File: config.mk
export PLATFORM = sky130hd
export DESIGN_NAME = hsv2rgb_pipe
export DESIGN_NICKNAME = d
export VERILOG_FILES = /design/src/rtl/hsv2rgb_pipe.sv
export SDC_FILE = /design/constraint.sdc
export NUM_CORES = 1
export LEC_CHECK = 0
export CAP_MARGIN = 5
export CELL_PAD_IN_SITES_DETAIL_PLACEMENT = 0
export CELL_PAD_IN_SITES_GLOBAL_PLACEMENT = 1
export CORE_MARGIN = 2
export CORE_UTILIZATION = 51
export DETAILED_ROUTE_END_ITERATION = 10
export PLACE_DENSITY = 0.87
export SLEW_MARGIN = 20
export SYNTH_ARGS = -nofsm -noshare
export SYNTH_HDL_FRONTEND = slang
export SYNTH_SLANG_ARGS = --single-unit
File: constraint.sdc
create_clock -name clk -period 8.5 [get_ports clk]
set_input_delay 0.85 -clock clk [delete_from_list [all_inputs] [get_ports clk]]
set_output_delay 0.85 -clock clk [all_outputs]
set_load 0.03 [all_outputs]
File: src/rtl/hsv2rgb_pipe.sv
// -----------------------------------------------------------------------------
// hsv2rgb_pipe
//   Fully pipelined HSV to 8-bit RGB converter for the video output path.
//   It takes one pixel per clock with no backpressure and has a fixed
//   five-clock latency. The sideband sync bus and the pixel qualifier are
//   delayed in lockstep with the colour data.
//
//   Arithmetic (all unsigned, bit-exact):
//     sector = floor(h/60), f = h - 60*sector   (h >= 360 treated as 0)
//     fq = sat2047((S*f*1092      + 32768) >> 16)
//     ft = sat2047((S*(60-f)*1092 + 32768) >> 16)
//     p  = (V*(2048-S)  + 1024) >> 11
//     q  = (V*(2048-fq) + 1024) >> 11
//     t  = (V*(2048-ft) + 1024) >> 11
//
// Ports
//   clk        pixel clock
//   reset_b    asynchronous active-low reset, clears every pipeline register
//   in_valid   pixel qualifier
//   in_h       hue 0..359 (larger values are treated as 0)
//   in_s       saturation S/2048, 0..2047
//   in_v       value 0..255
//   in_sync    sideband bus, sampled every clock
//   out_valid  in_valid delayed LATENCY clocks
//   out_r/g/b  RGB result, qualified by out_valid
//   out_sync   in_sync delayed LATENCY clocks
//
// Parameters
//   SYNC_W     sideband bus width
//   LATENCY    in-to-out latency; the colour datapath is built as exactly
//              five register stages, so only 5 is a supported value
// -----------------------------------------------------------------------------
module hsv2rgb_pipe #(
  parameter int SYNC_W  = 3,
  parameter int LATENCY = 5
) (
  input  logic              clk,
  input  logic              reset_b,
  input  logic              in_valid,
  input  logic [8:0]        in_h,
  input  logic [10:0]       in_s,
  input  logic [7:0]        in_v,
  input  logic [SYNC_W-1:0] in_sync,
  output logic              out_valid,
  output logic [7:0]        out_r,
  output logic [7:0]        out_g,
  output logic [7:0]        out_b,
  output logic [SYNC_W-1:0] out_sync
);

  // Round a Q16 fraction product and clamp it to the 11-bit saturation range.
  function automatic logic [10:0] round_sat_frac(input logic [27:0] prod);
    logic [28:0] sh;
    sh = ({1'b0, prod} + 29'd32768) >> 16;
    if (sh > 29'd2047) round_sat_frac = 11'd2047;
    else               round_sat_frac = sh[10:0];
  endfunction

  // Round a Q11 pixel product to 8 bits. Results never exceed 255 for legal
  // inputs; the clamp only guards against an out-of-range intermediate.
  function automatic logic [7:0] round_px(input logic [19:0] prod);
    logic [20:0] sh;
    sh = ({1'b0, prod} + 21'd1024) >> 11;
    if (sh > 21'd255) round_px = 8'd255;
    else              round_px = sh[7:0];
  endfunction

  // ---------------------------------------------------------------------------
  // Input decode: hue clamp and sector / intra-sector offset
  // ---------------------------------------------------------------------------
  logic [8:0] w_hc;
  logic [2:0] w_sector;
  logic [5:0] w_f;

  always_comb begin
    w_hc     = (in_h >= 9'd360) ? 9'd0 : in_h;
    w_sector = 3'd0;
    w_f      = 6'd0;
    if (w_hc >= 9'd300) begin
      w_sector = 3'd5;
      w_f      = 6'(w_hc - 9'd300);
    end else if (w_hc >= 9'd240) begin
      w_sector = 3'd4;
      w_f      = 6'(w_hc - 9'd240);
    end else if (w_hc >= 9'd180) begin
      w_sector = 3'd3;
      w_f      = 6'(w_hc - 9'd180);
    end else if (w_hc >= 9'd120) begin
      w_sector = 3'd2;
      w_f      = 6'(w_hc - 9'd120);
    end else if (w_hc >= 9'd60) begin
      w_sector = 3'd1;
      w_f      = 6'(w_hc - 9'd60);
    end else begin
      w_sector = 3'd0;
      w_f      = 6'(w_hc);
    end
  end

  // Pipeline registers
  logic [2:0]  r_sector_p0, r_sector_p1, r_sector_p2, r_sector_p3;
  logic [5:0]  r_f_p0;
  logic [10:0] r_s_p0;
  logic [7:0]  r_v_p0, r_v_p1, r_v_p2, r_v_p3;
  logic [16:0] r_sf_p1, r_sft_p1;
  logic [11:0] r_sinv_p1;
  logic [27:0] r_fqm_p2, r_ftm_p2;
  logic [19:0] r_pm_p2;
  logic [19:0] r_qm_p3, r_tm_p3;
  logic [7:0]  r_p_p3;
  logic [7:0]  r_r_p4, r_g_p4, r_b_p4;

  // Combinational helpers between stages
  logic [5:0]  w_fc_p0;
  logic [10:0] w_fq_p2, w_ft_p2;
  logic [11:0] w_qinv_p2, w_tinv_p2;
  logic [7:0]  w_q_p3, w_t_p3;
  logic [7:0]  w_r_p3, w_g_p3, w_b_p3;

  assign w_fc_p0   = 6'd60 - r_f_p0;
  assign w_fq_p2   = round_sat_frac(r_fqm_p2);
  assign w_ft_p2   = round_sat_frac(r_ftm_p2);
  assign w_qinv_p2 = 12'd2048 - {1'b0, w_fq_p2};
  assign w_tinv_p2 = 12'd2048 - {1'b0, w_ft_p2};
  assign w_q_p3    = round_px(r_qm_p3);
  assign w_t_p3    = round_px(r_tm_p3);

  // Sector to channel routing
  always_comb begin
    w_r_p3 = r_v_p3;
    w_g_p3 = r_v_p3;
    w_b_p3 = r_v_p3;
    case (r_sector_p3)
      3'd0: begin w_r_p3 = r_v_p3; w_g_p3 = w_t_p3; w_b_p3 = r_p_p3; end
      3'd1: begin w_r_p3 = w_q_p3; w_g_p3 = r_v_p3; w_b_p3 = r_p_p3; end
      3'd2: begin w_r_p3 = r_p_p3; w_g_p3 = r_v_p3; w_b_p3 = w_t_p3; end
      3'd3: begin w_r_p3 = r_p_p3; w_g_p3 = w_q_p3; w_b_p3 = r_v_p3; end
      3'd4: begin w_r_p3 = w_t_p3; w_g_p3 = r_p_p3; w_b_p3 = r_v_p3; end
      3'd5: begin w_r_p3 = r_v_p3; w_g_p3 = r_p_p3; w_b_p3 = w_q_p3; end
      default: begin w_r_p3 = r_v_p3; w_g_p3 = r_v_p3; w_b_p3 = r_v_p3; end
    endcase
  end

  always_ff @(posedge clk or negedge reset_b) begin
    if (!reset_b) begin
      r_sector_p0 <= '0;
      r_f_p0      <= '0;
      r_s_p0      <= '0;
      r_v_p0      <= '0;
      r_sector_p1 <= '0;
      r_v_p1      <= '0;
      r_sf_p1     <= '0;
      r_sft_p1    <= '0;
      r_sinv_p1   <= '0;
      r_sector_p2 <= '0;
      r_v_p2      <= '0;
      r_fqm_p2    <= '0;
      r_ftm_p2    <= '0;
      r_pm_p2     <= '0;
      r_sector_p3 <= '0;
      r_v_p3      <= '0;
      r_qm_p3     <= '0;
      r_tm_p3     <= '0;
      r_p_p3      <= '0;
      r_r_p4      <= '0;
      r_g_p4      <= '0;
      r_b_p4      <= '0;
    end else begin
      // ---- stage 0: register decoded hue and raw S/V ----
      r_sector_p0 <= w_sector;
      r_f_p0      <= w_f;
      r_s_p0      <= in_s;
      r_v_p0      <= in_v;
      // ---- stage 1: S*f, S*(60-f) and 2048-S ----
      r_sector_p1 <= r_sector_p0;
      r_v_p1      <= r_v_p0;
      r_sf_p1     <= {6'd0, r_s_p0} * {11'd0, r_f_p0};
      r_sft_p1    <= {6'd0, r_s_p0} * {11'd0, w_fc_p0};
      r_sinv_p1   <= 12'd2048 - {1'b0, r_s_p0};
      // ---- stage 2: scale by 1092 (~65536/60) and form V*(2048-S) ----
      r_sector_p2 <= r_sector_p1;
      r_v_p2      <= r_v_p1;
      r_fqm_p2    <= {11'd0, r_sf_p1} * 28'd1092;
      r_ftm_p2    <= {11'd0, r_sft_p1} * 28'd1092;
      r_pm_p2     <= {12'd0, r_v_p1} * {8'd0, r_sinv_p1};
      // ---- stage 3: V*(2048-fq), V*(2048-ft), round p ----
      r_sector_p3 <= r_sector_p2;
      r_v_p3      <= r_v_p2;
      r_qm_p3     <= {12'd0, r_v_p2} * {8'd0, w_qinv_p2};
      r_tm_p3     <= {12'd0, r_v_p2} * {8'd0, w_tinv_p2};
      r_p_p3      <= round_px(r_pm_p2);
      // ---- stage 4: round q/t and route to RGB ----
      r_r_p4      <= w_r_p3;
      r_g_p4      <= w_g_p3;
      r_b_p4      <= w_b_p3;
    end
  end

  // Qualifier and sideband delay line; entry i lines up with stage _p<i>.
  logic              r_vld_pipe  [LATENCY];
  logic [SYNC_W-1:0] r_sync_pipe [LATENCY];

  always_ff @(posedge clk or negedge reset_b) begin
    if (!reset_b) begin
      for (int i = 0; i < LATENCY; i++) begin
        r_vld_pipe[i]  <= 1'b0;
        r_sync_pipe[i] <= '0;
      end
    end else begin
      r_vld_pipe[0]  <= in_valid;
      r_sync_pipe[0] <= in_sync;
      for (int i = 1; i < LATENCY; i++) begin
        r_vld_pipe[i]  <= r_vld_pipe[i-1];
        r_sync_pipe[i] <= r_sync_pipe[i-1];
      end
    end
  end

  assign out_valid = r_vld_pipe[LATENCY-1];
  assign out_sync  = r_sync_pipe[LATENCY-1];
  assign out_r     = r_r_p4;
  assign out_g     = r_g_p4;
  assign out_b     = r_b_p4;

endmodule

Word-level counts from Yosys, hierarchy flattened:

Index checks and enable logic that the tools add are counted.

* input port bits: 34
* word-level logic and storage cells: 92
* output and inout port bits: 28
* flip-flop bits (word level): 271

* equality and inequality tests: 5
* reductions and logical operators: 4
* multiplexer cells: 19
* $mul: 7
* $lt $le $gt $ge: 11
* add/subtract/negate cells: 14

Operators with widths (number)
* 8-bit case mux with 3 select lines: 3
* 20-bit by 11-bit adder with 21-bit output (second input constant): 3
* 8-bit by 12-bit multiplier with 20-bit output: 3
* 28-bit by 16-bit adder with 29-bit output (second input constant): 2
* 17-bit by 9-bit multiplier with 26-bit output (second input constant): 2
* 12-bit by 11-bit subtractor with 12-bit output (first input constant): 3
* 11-bit by 6-bit multiplier with 17-bit output: 2
* 10-bit by 8-bit greater-than comparator with 1-bit output (second input constant): 3
* 6-bit 2-to-1 mux: 5
* 6-bit subtractor (second input constant): 5
* 13-bit by 11-bit greater-than comparator with 1-bit output (second input constant): 2
* 8-bit 2-to-1 mux: 3
* 11-bit 2-to-1 mux: 2
* 9-bit by 8-bit >= comparator with 1-bit output (second input constant): 2
* 9-bit >= comparator (second input constant): 2
* 9-bit by 6-bit >= comparator with 1-bit output (second input constant): 1
* 9-bit by 7-bit >= comparator with 1-bit output (second input constant): 1
* 9-bit 2-to-1 mux: 1
* 3-bit by 2-bit == test with 1-bit output (second input constant): 2
* 3-bit == test (second input constant): 2
* 3-bit 2-to-1 mux: 2
* 2-bit OR reduction: 3
* 6-bit subtractor (first input constant): 1
* 2-bit 2-to-1 mux: 2
* other kinds (3): 3

Logic depth before layout (Yosys ltp):

Gate-level depths: netlist of run 1.

* word-level depth: 8
* mapped depth: 29
* depth with buffers taken out: 28

Least setup slack after synthesis of run 1:

Ideal clock, no wire load.

* path kind: reg2reg
* from: register r_fqm_p2[15]
* to: register r_qm_p3[19]
* required time: 8.380 ns
* setup slack: 1.135 ns
* period minus slack after synthesis: 7.365 ns
* setup time: 0.120 ns
* path buffers: 2
* cell stages (with the launch flop): 30
* arrival: 7.245 ns
* path through: dfrtp_1 -> ha_1 -> nand4_1 -> nor4_4 -> mux2_4 -> buf_2 -> buf_1 -> a21oi_1 -> ha_1 -> a21boi_1 -> mux2i_1 -> xor2_1 -> nor2_1 -> nand2_1 -> fa_1 -> inv_1 -> fa_1 -> fa_1 -> inv_1 -> fa_1 -> inv_1 -> ha_1 -> a21o_1 -> nor3_1 -> o21ai_0 -> a21oi_1 -> a311oi_2 -> or3_1 -> a2111o_1 -> o211a_1

* word-level cells in the longest chain between the ends: 5

Ends and longest elaborated chain
* from (decl): line 107 `logic [27:0] r_fqm_p2, r_ftm_p2;`
* from (signal assigned): line 183 `r_fqm_p2 <= {11'd0, r_sf_p1} * 28'd1092;`
* 28-bit by 16-bit adder with 29-bit output (*): line 54 `sh = ({1'b0, prod} + 29'd32768) >> 16;`
* 13-bit by 11-bit greater-than comparator with 1-bit output: line 55 `if (sh > 29'd2047) round_sat_frac = 11'd2047;`
* 11-bit 2-to-1 mux (*): line 55
* 12-bit by 11-bit subtractor with 12-bit output (*): line 123 `assign w_qinv_p2 = 12'd2048 - {1'b0, w_fq_p2};`
* 8-bit by 12-bit multiplier with 20-bit output (*): line 189 `r_qm_p3 <= {12'd0, r_v_p2} * {8'd0, w_qinv_p2};`
* to (signal assigned): line 189
* to (decl): line 109 `logic [19:0] r_qm_p3, r_tm_p3;`

Every way passes the cells marked *; elsewhere a longest branch is shown, timed or not.

Final worst setup path of run 1:

Same ends and word-level chain as after synthesis.

==> impl_metrics.csv, run 1 <==
group,metric,value,unit
global_routing,grt_pass1_vias,17858,
setup_path,crit_slowest_cell,"fa_1",
clock_tree,clock_sinks,214,
synth,synth_flop_cell,"dfrtp_1",
synth,synth_edf_count,0,
route,wl,51.4,mm
floorplan,core,0.0454,mm^2
timing,fin_crit_sh,0.916,
timing,finalSetupTns,0,ps
final_layout,layout-drive-gt1-share,0.0439,
clock_tree,ctsLongestPathBuffers,3,
flow_run,maxCapViolCount,0,
route,drtIter0Drc,989,
setup_path,arrival,8230,ps
synth,synth_top_area_frac,0.228,
synth,synth_area_leaders,"dfrtp_1, fa_1, ha_1",
clock_tree,cts_setup_buffers,0,
synth,mappedNetlistArea,0.0235,mm^2
final_layout,regArea,0.00536,mm^2
final_layout,nNetsFinal,3098,
synth,syn_area_per_cell,9.44,um^2
clock_tree,numCtsBuffers,26,
floorplan,fp.dieW,219,um
final_layout,areaGrowthSynthToFinish,8.36,%
clock_tree,htree_num_levels,1,
synth,syn_nets,3077,
synth,synth.distinct_cells,100,
placed_design,portBuffers,61,
final_layout,multiInputGateArea,0.0163,mm^2
global_routing,grt_use_total,0.224,
status,status,"completed",
worst_hold_path,hold_class,"in -> async",
synth,ys_ff_latch,214,
synth,syn_inst,2489,
timing,final.min_clock_period,7790,ps
floorplan,dieArea,0.0478,mm^2
global_routing,antenna_found_initial,0,
timing,skew,18.9,ps
setup_path,max_stage_delay,550,ps
timing,timing.final.hold_violations,0,
global_routing,grt_pass1_wl,87.1,mm
placed_design,hpwl,40.6,mm
floorplan,die_h,219,um
synth,yosysTopAreaCell,"dfrtp_1",
synth,async_reset_ff_frac,1.00,
floorplan,ioPinCount,62,
clock_tree,cts-root-buf,"clkbuf_16",
timing,drv_slew,0,
floorplan,core.rowCount,78,
route,wl_per_cell,16.4,um
synth,yosysWarningCount,0,
final_layout,diodes,0,
route,vias,17054,
setup_path,critPathKind,"reg -> reg",
route,ant_nets,0,
timing,worst_pin_slew,1030,ps
setup_path,cp-end-kind,"flop",
setup_path,critPathLaunchType,"flop",
timing,rsz0062_at_grt,"false",
final_layout,nFillCells,4023,
route,drc_errors,0,
route,viasPerCell,5.45,
timing,setup_viol,0,
setup_path,cp_data_required_time,8940,ps
route,drt-pass1-iter-count,5,
global_routing,grt_max_degree,82,
floorplan,start_util,0.518,
clock_tree,path_clk_slew,60,ps
timing,maxSlewHeadroom,0.315,
placed_design,gp_congestion,0.872,
setup_path,cp_common_cell,"fa_1",
clock_tree,cts_tree,"built",
clock_tree,clk_latency,560,ps
setup_path,cp_max_fo,40,
synth,yosysSeqAreaShare,0.228,
timing,fmaxAchievable,128,MHz
global_routing,grt_overflow,0,
==> metal layers <==
metal / vias to the layer above / wire length (um) / global-route usage
met4: 0 / 1250 / 0.0637
li1: 8131 / - / -
met5: - / 0 / 0
met2: 423 / 25800 / 0.399
met3: 90 / 2570 / 0.0308
met1: 8410 / 21800 / 0.283
==> critical path, delay by kind of cell (launching register included) <==
kind | cells | cell delay (ps)
XOR/XNOR | 1 | 80
AO/OA/AOI/OAI | 7 | 1460
AND/OR/NAND/NOR | 7 | 1810
adder cells (fa/ha/maj) | 7 | 2870
multiplexers | 2 | 760
buffers and inverters | 4 | 320
flip-flops | 1 | 380
==> area by class of cell <==
cell class / count / share of cell area
Timing Repair Buffer: 72 / 0.0274
Multi-Input combinational cell: 1799 / 0.641
Sequential cell: 214 / 0.210
Clock buffer: 31 / 0.0271
Clock inverter: 16 / 0.00580
Tap cell: 600 / 0.0295
Inverter: 397 / 0.0585
==> synth_stat cells (14+ instances only) <==
cell	n
a211oi_1	14
a21o_1	17
a21oi_1	73
a31oi_1	15
and2_1	166
clkbuf_1	61
dfrtp_1	214
fa_1	267
ha_1	287
inv_1	393
nand2_1	206
nand3_1	45
nand4_1	16
nor2_1	171
nor2b_1	19
nor3_1	87
o21ai_0	55
xnor2_1	74
xor2_1	52
==> cells by family (layout without fill, tap and decap cells) <==
family          Yosys count  count (layout)  share of synthesized area
flops                   214             214                      0.228
simple gates            800             800                      0.171
compound gates          301             301                     0.0876
xor+xnor                128             128                     0.0484
mux                      16              16                    0.00778
fa+ha+maj               554             554                      0.380
buf+inv                 476             516                     0.0773
==> stage by stage <==
stage	utilization	instance area, um^2	cells	hold WS, ps	worst slack [ps]
floorplan	-	23500	2489	331	1140
global placement	0.542	24600	3082	331	797
detailed placement	0.542	24600	3082	335	587
CTS	0.561	25500	3129	248	579
global route	0.561	25500	3129	266	23.1
finish	0.561	25500	3129	235	710
==> registers in the layout, indices dropped and copies added, names as in the netlist, 10 cells and up <==
| register | count |
|---|---|
| r_ftm_p2 | 13 |
| r_fqm_p2 | 13 |
| r_sft_p1 | 17 |
| r_tm_p3 | 10 |
| r_sync_pipe | 12 |
| r_pm_p2 | 10 |
| r_qm_p3 | 10 |
| r_sf_p1 | 16 |
| r_s_p0 | 11 |
| r_sinv_p1 | 12 |
==> timing repair <==
action | in CTS | in global routing
endpoints found under the setup margin | 0 | 1
endpoints found under the hold margin | 0 | 0
gates resized for setup | 0 | 1
hold buffers | 0 | 0
==> path summary, 6_finish.rpt <==
path                                start             end  slack (ps)  cells past startpoint
min reg2reg                r_sector_p2[1]  r_sector_p3[1]         340                      0
min in group clk           r_sector_p2[1]  r_sector_p3[1]         340                      0
max                          r_fqm_p2[15]     r_qm_p3[19]         710                     28
max in group asynchronous         reset_b  r_sector_p3[1]        6840                      2
max reg2reg                  r_fqm_p2[15]     r_qm_p3[19]         710                     28
min                               reset_b     r_qm_p3[14]         240                      1
==> placed cells by master (no fill, tap or decap), types with 17 or more instances in the layout <==
cell,count
inv_1,393
ha_1,287
fa_1,267
dfrtp_1,213
nand2_1,206
nor2_1,171
and2_1,166
nor3_1,87
xnor2_1,74
a21oi_1,73
clkdlybuf4s50_1,60
o21ai_0,55
xor2_1,52
nand3_1,45
clkbuf_16,26
nor2b_1,19
a21o_1,17
Power of run 1 is not shown: default switching activity piles up to over one toggle a cycle in this logic, so the estimate is an artifact.
==> inputs of run 2 (changes only) <==
Settings changed: CORE_MARGIN 2 to 8.
==> run 2 against run 1 <==
Sequential share of layout area shrank 0.053 points; first-iteration DRC count shrank 8.5%; register-to-register slack lost 130 ps; non-clock buffer count grew 2; global-route usage shrank 2.5 points; clock skew is essentially flat; routed wire length grew 1.3%; via count grew 0.53%; die area grew 11%; largest cell class unchanged.
==> impl_metrics.csv, run 2 (synthesis results as in run 1) <==
group,metric,value,unit
final_layout,diodes,0,
setup_path,crit_slowest_cell,"fa_1",
clock_tree,cts_tree,"built",
clock_tree,cts_resized,0,
timing,drv_slew,0,
placed_design,portBuffers,61,
floorplan,core,0.0454,mm^2
global_routing,grt_max_degree,86,
floorplan,die_h,231,um
clock_tree,ctsLongestPathBuffers,3,
clock_tree,htree_num_levels,1,
clock_tree,path_clk_slew,60,ps
placed_design,hpwl,41.4,mm
flow_run,maxCapViolCount,0,
final_layout,regMostFlops,"r_sft_p1",
clock_tree,numCtsBuffers,26,
setup_path,arrival,8360,ps
placed_design,gp_congestion,0.887,
timing,finalSetupTns,0,ps
final_layout,final_cell_area,0.0255,mm^2
timing,final.min_clock_period,7920,ps
timing,fin_crit_sh,0.932,
setup_path,cp_common_cell,"fa_1",
setup_path,cp-end-kind,"flop",
route,drt-pass1-iter-count,9,
timing,maxSlewHeadroom,0.402,
setup_path,r2r_start,"r_fqm_p2[16]",
clock_tree,postCtsHoldBufs,0,
timing,timing.final.hold_violations,0,
final_layout,final_common_cell,"inv_1",
final_layout,final_cell_mix,"inv_1, ha_1, fa_1",
final_layout,layout-drive-gt1-share,0.0451,
floorplan,core.rowCount,78,
floorplan,ioPinCount,62,
route,drtIter0Drc,905,
final_layout,largest_reg_flops,17,
route,wl_per_cell,16.6,um
global_routing,grt_pass1_vias,18293,
setup_path,critPathKind,"reg -> reg",
global_routing,grt_use_total,0.199,
route,viasPerCell,5.48,
setup_path,cp_max_fo,40,
global_routing,antenna_found_initial,0,
setup_path,max_stage_delay,540,ps
placed_design,placedInstanceArea,0.0246,mm^2
timing,setup_viol,0,
clock_tree,cts-root-buf,"clkbuf_16",
final_layout,top_regs,"r_sft_p1 (17), r_sf_p1 (16)",
timing,worst_pin_slew,891,ps
route,vias,17144,
clock_tree,cts_setup_buffers,0,
floorplan,start_util,0.518,
setup_path,critPathLaunchType,"flop",
clock_tree,clock_sinks,214,
setup_path,critPathLaunch,"r_fqm_p2[16]",
final_layout,areaGrowthSynthToFinish,8.69,%
clock_tree,clk_latency,560,ps
status,status,"completed",
route,drc_errors,0,
timing,worst_hold_slack,284,ps
worst_hold_path,hold_class,"in -> async",
timing,rsz0062_at_grt,"false",
setup_path,cp_data_required_time,8940,ps
setup_path,r2r_cells,26,
floorplan,fp.dieW,231,um
timing,skew,18.5,ps
global_routing,grt_pass1_wl,88.9,mm
floorplan,dieArea,0.0532,mm^2
timing,fmaxAchievable,126,MHz
route,ant_nets,0,
final_layout,nNetsFinal,3100,
route,wl,52.1,mm
global_routing,grt_overflow,0,
## run 2: stage by stage
stage	worst slack, ps	util	instances
6_report	582	0.563	3130
2_1_floorplan	1140	-	2489
3_5_place_dp	586	0.543	3084
4_1_cts	562	0.562	3130
5_1_grt	74.6	0.563	3130
3_3_place_gp	816	0.543	3084
## run 2: critical path: cells and delay by family (launching register included)
kind            cells  cell delay, ps
xor+xnor            1             270
fa+ha+maj           7            2900
flops               1             390
compound gates      7            1610
simple gates        7            1990
buf+inv             3             150
mux                 1             500
## run 2: path summary, 6_finish.rpt
path | to | slack [ps]
worst max register to register | r_qm_p3[19] | 580
worst min register to register | out_sync[2] | 350
worst max-delay path | r_qm_p3[19] | 580
min in group clk | out_sync[2] | 350
worst min-delay path | out_sync[2] | 280
max in group asynchronous | r_sector_p3[1] | 6980
## run 2: area by class of cell
cell class              count  area (um^2)
clock buffers              30          706
clock inverters            16          190
fillers                  4025        19800
inverters                 397         1490
multi-input cells        1799        16300
flip-flops and latches    214         5360
well taps                 600          751
repair buffers             74          717
## run 2: metal layers
metal	up-vias	track usage	part of all wire
li1	8125	-	-
met1	8492	0.246	0.42
met2	409	0.353	0.50
met3	118	0.0316	0.051
met4	0	0.0645	0.031
met5	-	0	0
Power of run 2 is left out for the same reason.
==> inputs of run 3 (changes only) <==
Settings changed: CORE_UTILIZATION 51 to 55, PLACE_DENSITY 0.87 to 0.93.
Clock period 8.5 ns to 10.24 ns, I/O delays scaled along.
==> run 3 against run 2 <==
Largest cell class unchanged; die area is 6.8% lower; critical endpoint unchanged; routed wire length down 1.1%; critical path type unchanged; cell count fell by 2.1%; worst hold slack improved by 60 ps; register-to-register slack gained 1400 ps; fmax decreased by 3.9%; worst setup slack gained 1400 ps; clock skew is 2.6 ps higher; via count is 0.41% lower; core utilization grew 4.2 points.
==> impl_metrics.csv, run 3 (synthesis results as in run 1) <==
group,metric,value,unit
placed_design,portBuffers,61,
floorplan,core.rowCount,75,
clock_tree,clock_sinks,214,
timing,rsz0062_at_grt,"false",
timing,setup_viol,0,
route,wl_per_cell,16.8,um
timing,skew,21.1,ps
final_layout,nNetsFinal,3095,
timing,fmaxAchievable,121,MHz
global_routing,grt_pass1_vias,18178,
route,vias,17074,
global_routing,antenna_found_initial,0,
route,drtIter0Drc,934,
global_routing,grt_max_degree,109,
timing,timing.final.hold_violations,0,
final_layout,largest_reg_flops,17,
global_routing,use_met2,0.377,
setup_path,critPathKind,"reg -> reg",
placed_design,gp_congestion,0.888,
final_layout,final_cell_mix,"inv_1, ha_1, fa_1",
setup_path,arrival,8690,ps
setup_path,cp_data_required_time,10690,ps
timing,maxSlewHeadroom,0.300,
setup_path,max_stage_delay,610,ps
clock_tree,ctsLongestPathBuffers,3,
floorplan,fp.dieW,223,um
global_routing,use_met3,0.0325,
timing,fin_crit_sh,0.804,
route,drt-pass1-iter-count,5,
global_routing,grt_util_met1,0.264,
setup_path,cp_common_cell,"fa_1",
clock_tree,numCtsBuffers,25,
setup_path,critPathLaunchType,"flop",
global_routing,grt_pass1_wl,88.2,mm
clock_tree,htree_num_levels,1,
clock_tree,cts_tree,"built",
floorplan,ioPinCount,62,
timing,drv_slew,0,
route,viasPerCell,5.57,
global_routing,grt_use_total,0.212,
placed_design,hpwl,40.6,mm
timing,final.min_clock_period,8240,ps
route,ant_nets,0,
setup_path,cp_max_fo,40,
floorplan,core,0.0420,mm^2
setup_path,critPathBufInv,3,
route,drc_errors,0,
worst_hold_path,hold_class,"reg -> reg",
clock_tree,cts-root-buf,"clkbuf_16",
setup_path,crit_slowest_cell,"xor2_1",
final_layout,top_regs,"r_sft_p1 (17), r_sf_p1 (16)",
setup_path,critPathTopFamily,"adder cells",
final_layout,final_common_cell,"inv_1",
route,wl,51.5,mm
final_layout,layout-drive-gt1-share,0.0432,
clock_tree,cts_resized,0,
clock_tree,postCtsHoldBufs,0,
floorplan,dieArea,0.0496,mm^2
floorplan,die_h,223,um
global_routing,top_usage_layer,"met2",
status,status,"completed",
clock_tree,clk_latency,560,ps
floorplan,start_util,0.559,
final_layout,areaGrowthSynthToFinish,8.21,%
final_layout,regMostFlops,"r_sft_p1",
clock_tree,cts_setup_buffers,0,
clock_tree,path_clk_slew,70,ps
timing,worst_pin_slew,1050,ps
global_routing,grt_overflow,0,
setup_path,cp-end-kind,"flop",
flow_run,maxCapViolCount,0,
timing,finalSetupTns,0,ps
final_layout,diodes,0,
[run 3: worst paths after layout]
check	from	end	slack, ps	cells after the start
min in group asynchronous	reset_b	r_fqm_p2[26]	460	1
setup reg to reg	r_fqm_p2[15]	r_qm_p3[19]	2000	27
setup / recovery	r_fqm_p2[15]	r_qm_p3[19]	2000	27
hold reg to reg	r_sector_p0[2]	r_sector_p1[2]	340	0
max in group asynchronous	reset_b	r_s_p0[3]	7950	3
hold / removal	r_sector_p0[2]	r_sector_p1[2]	340	0
[run 3: cell type report]
| class | count | area [um^2] |
|---|---|---|
| repair buffers | 70 | 683 |
| inverters | 397 | 1490 |
| clock buffers | 29 | 671 |
| flip-flops and latches | 214 | 5360 |
| clock inverters | 17 | 226 |
| well taps | 539 | 674 |
| multi-input cells | 1799 | 16300 |
| fillers | 3475 | 16600 |
[run 3: through the flow]
step	util	setup slack, ps	hold WS (ps)	cells	area, um^2
after floorplan	-	2880	331	2489	23500
after global placement	0.583	2360	331	3019	24500
after detailed placement	0.583	2080	335	3019	24500
after CTS	0.605	2070	346	3065	25400
after global routing	0.605	1620	354	3065	25400
final	0.605	2000	344	3065	25400
[run 3: metal layers]
layer	share of wire	routed length, um
met5	0	0
met4	0.023	1200
met3	0.051	2610
met2	0.50	25800
met1	0.43	21900
Power of run 3 is left out for the same reason.
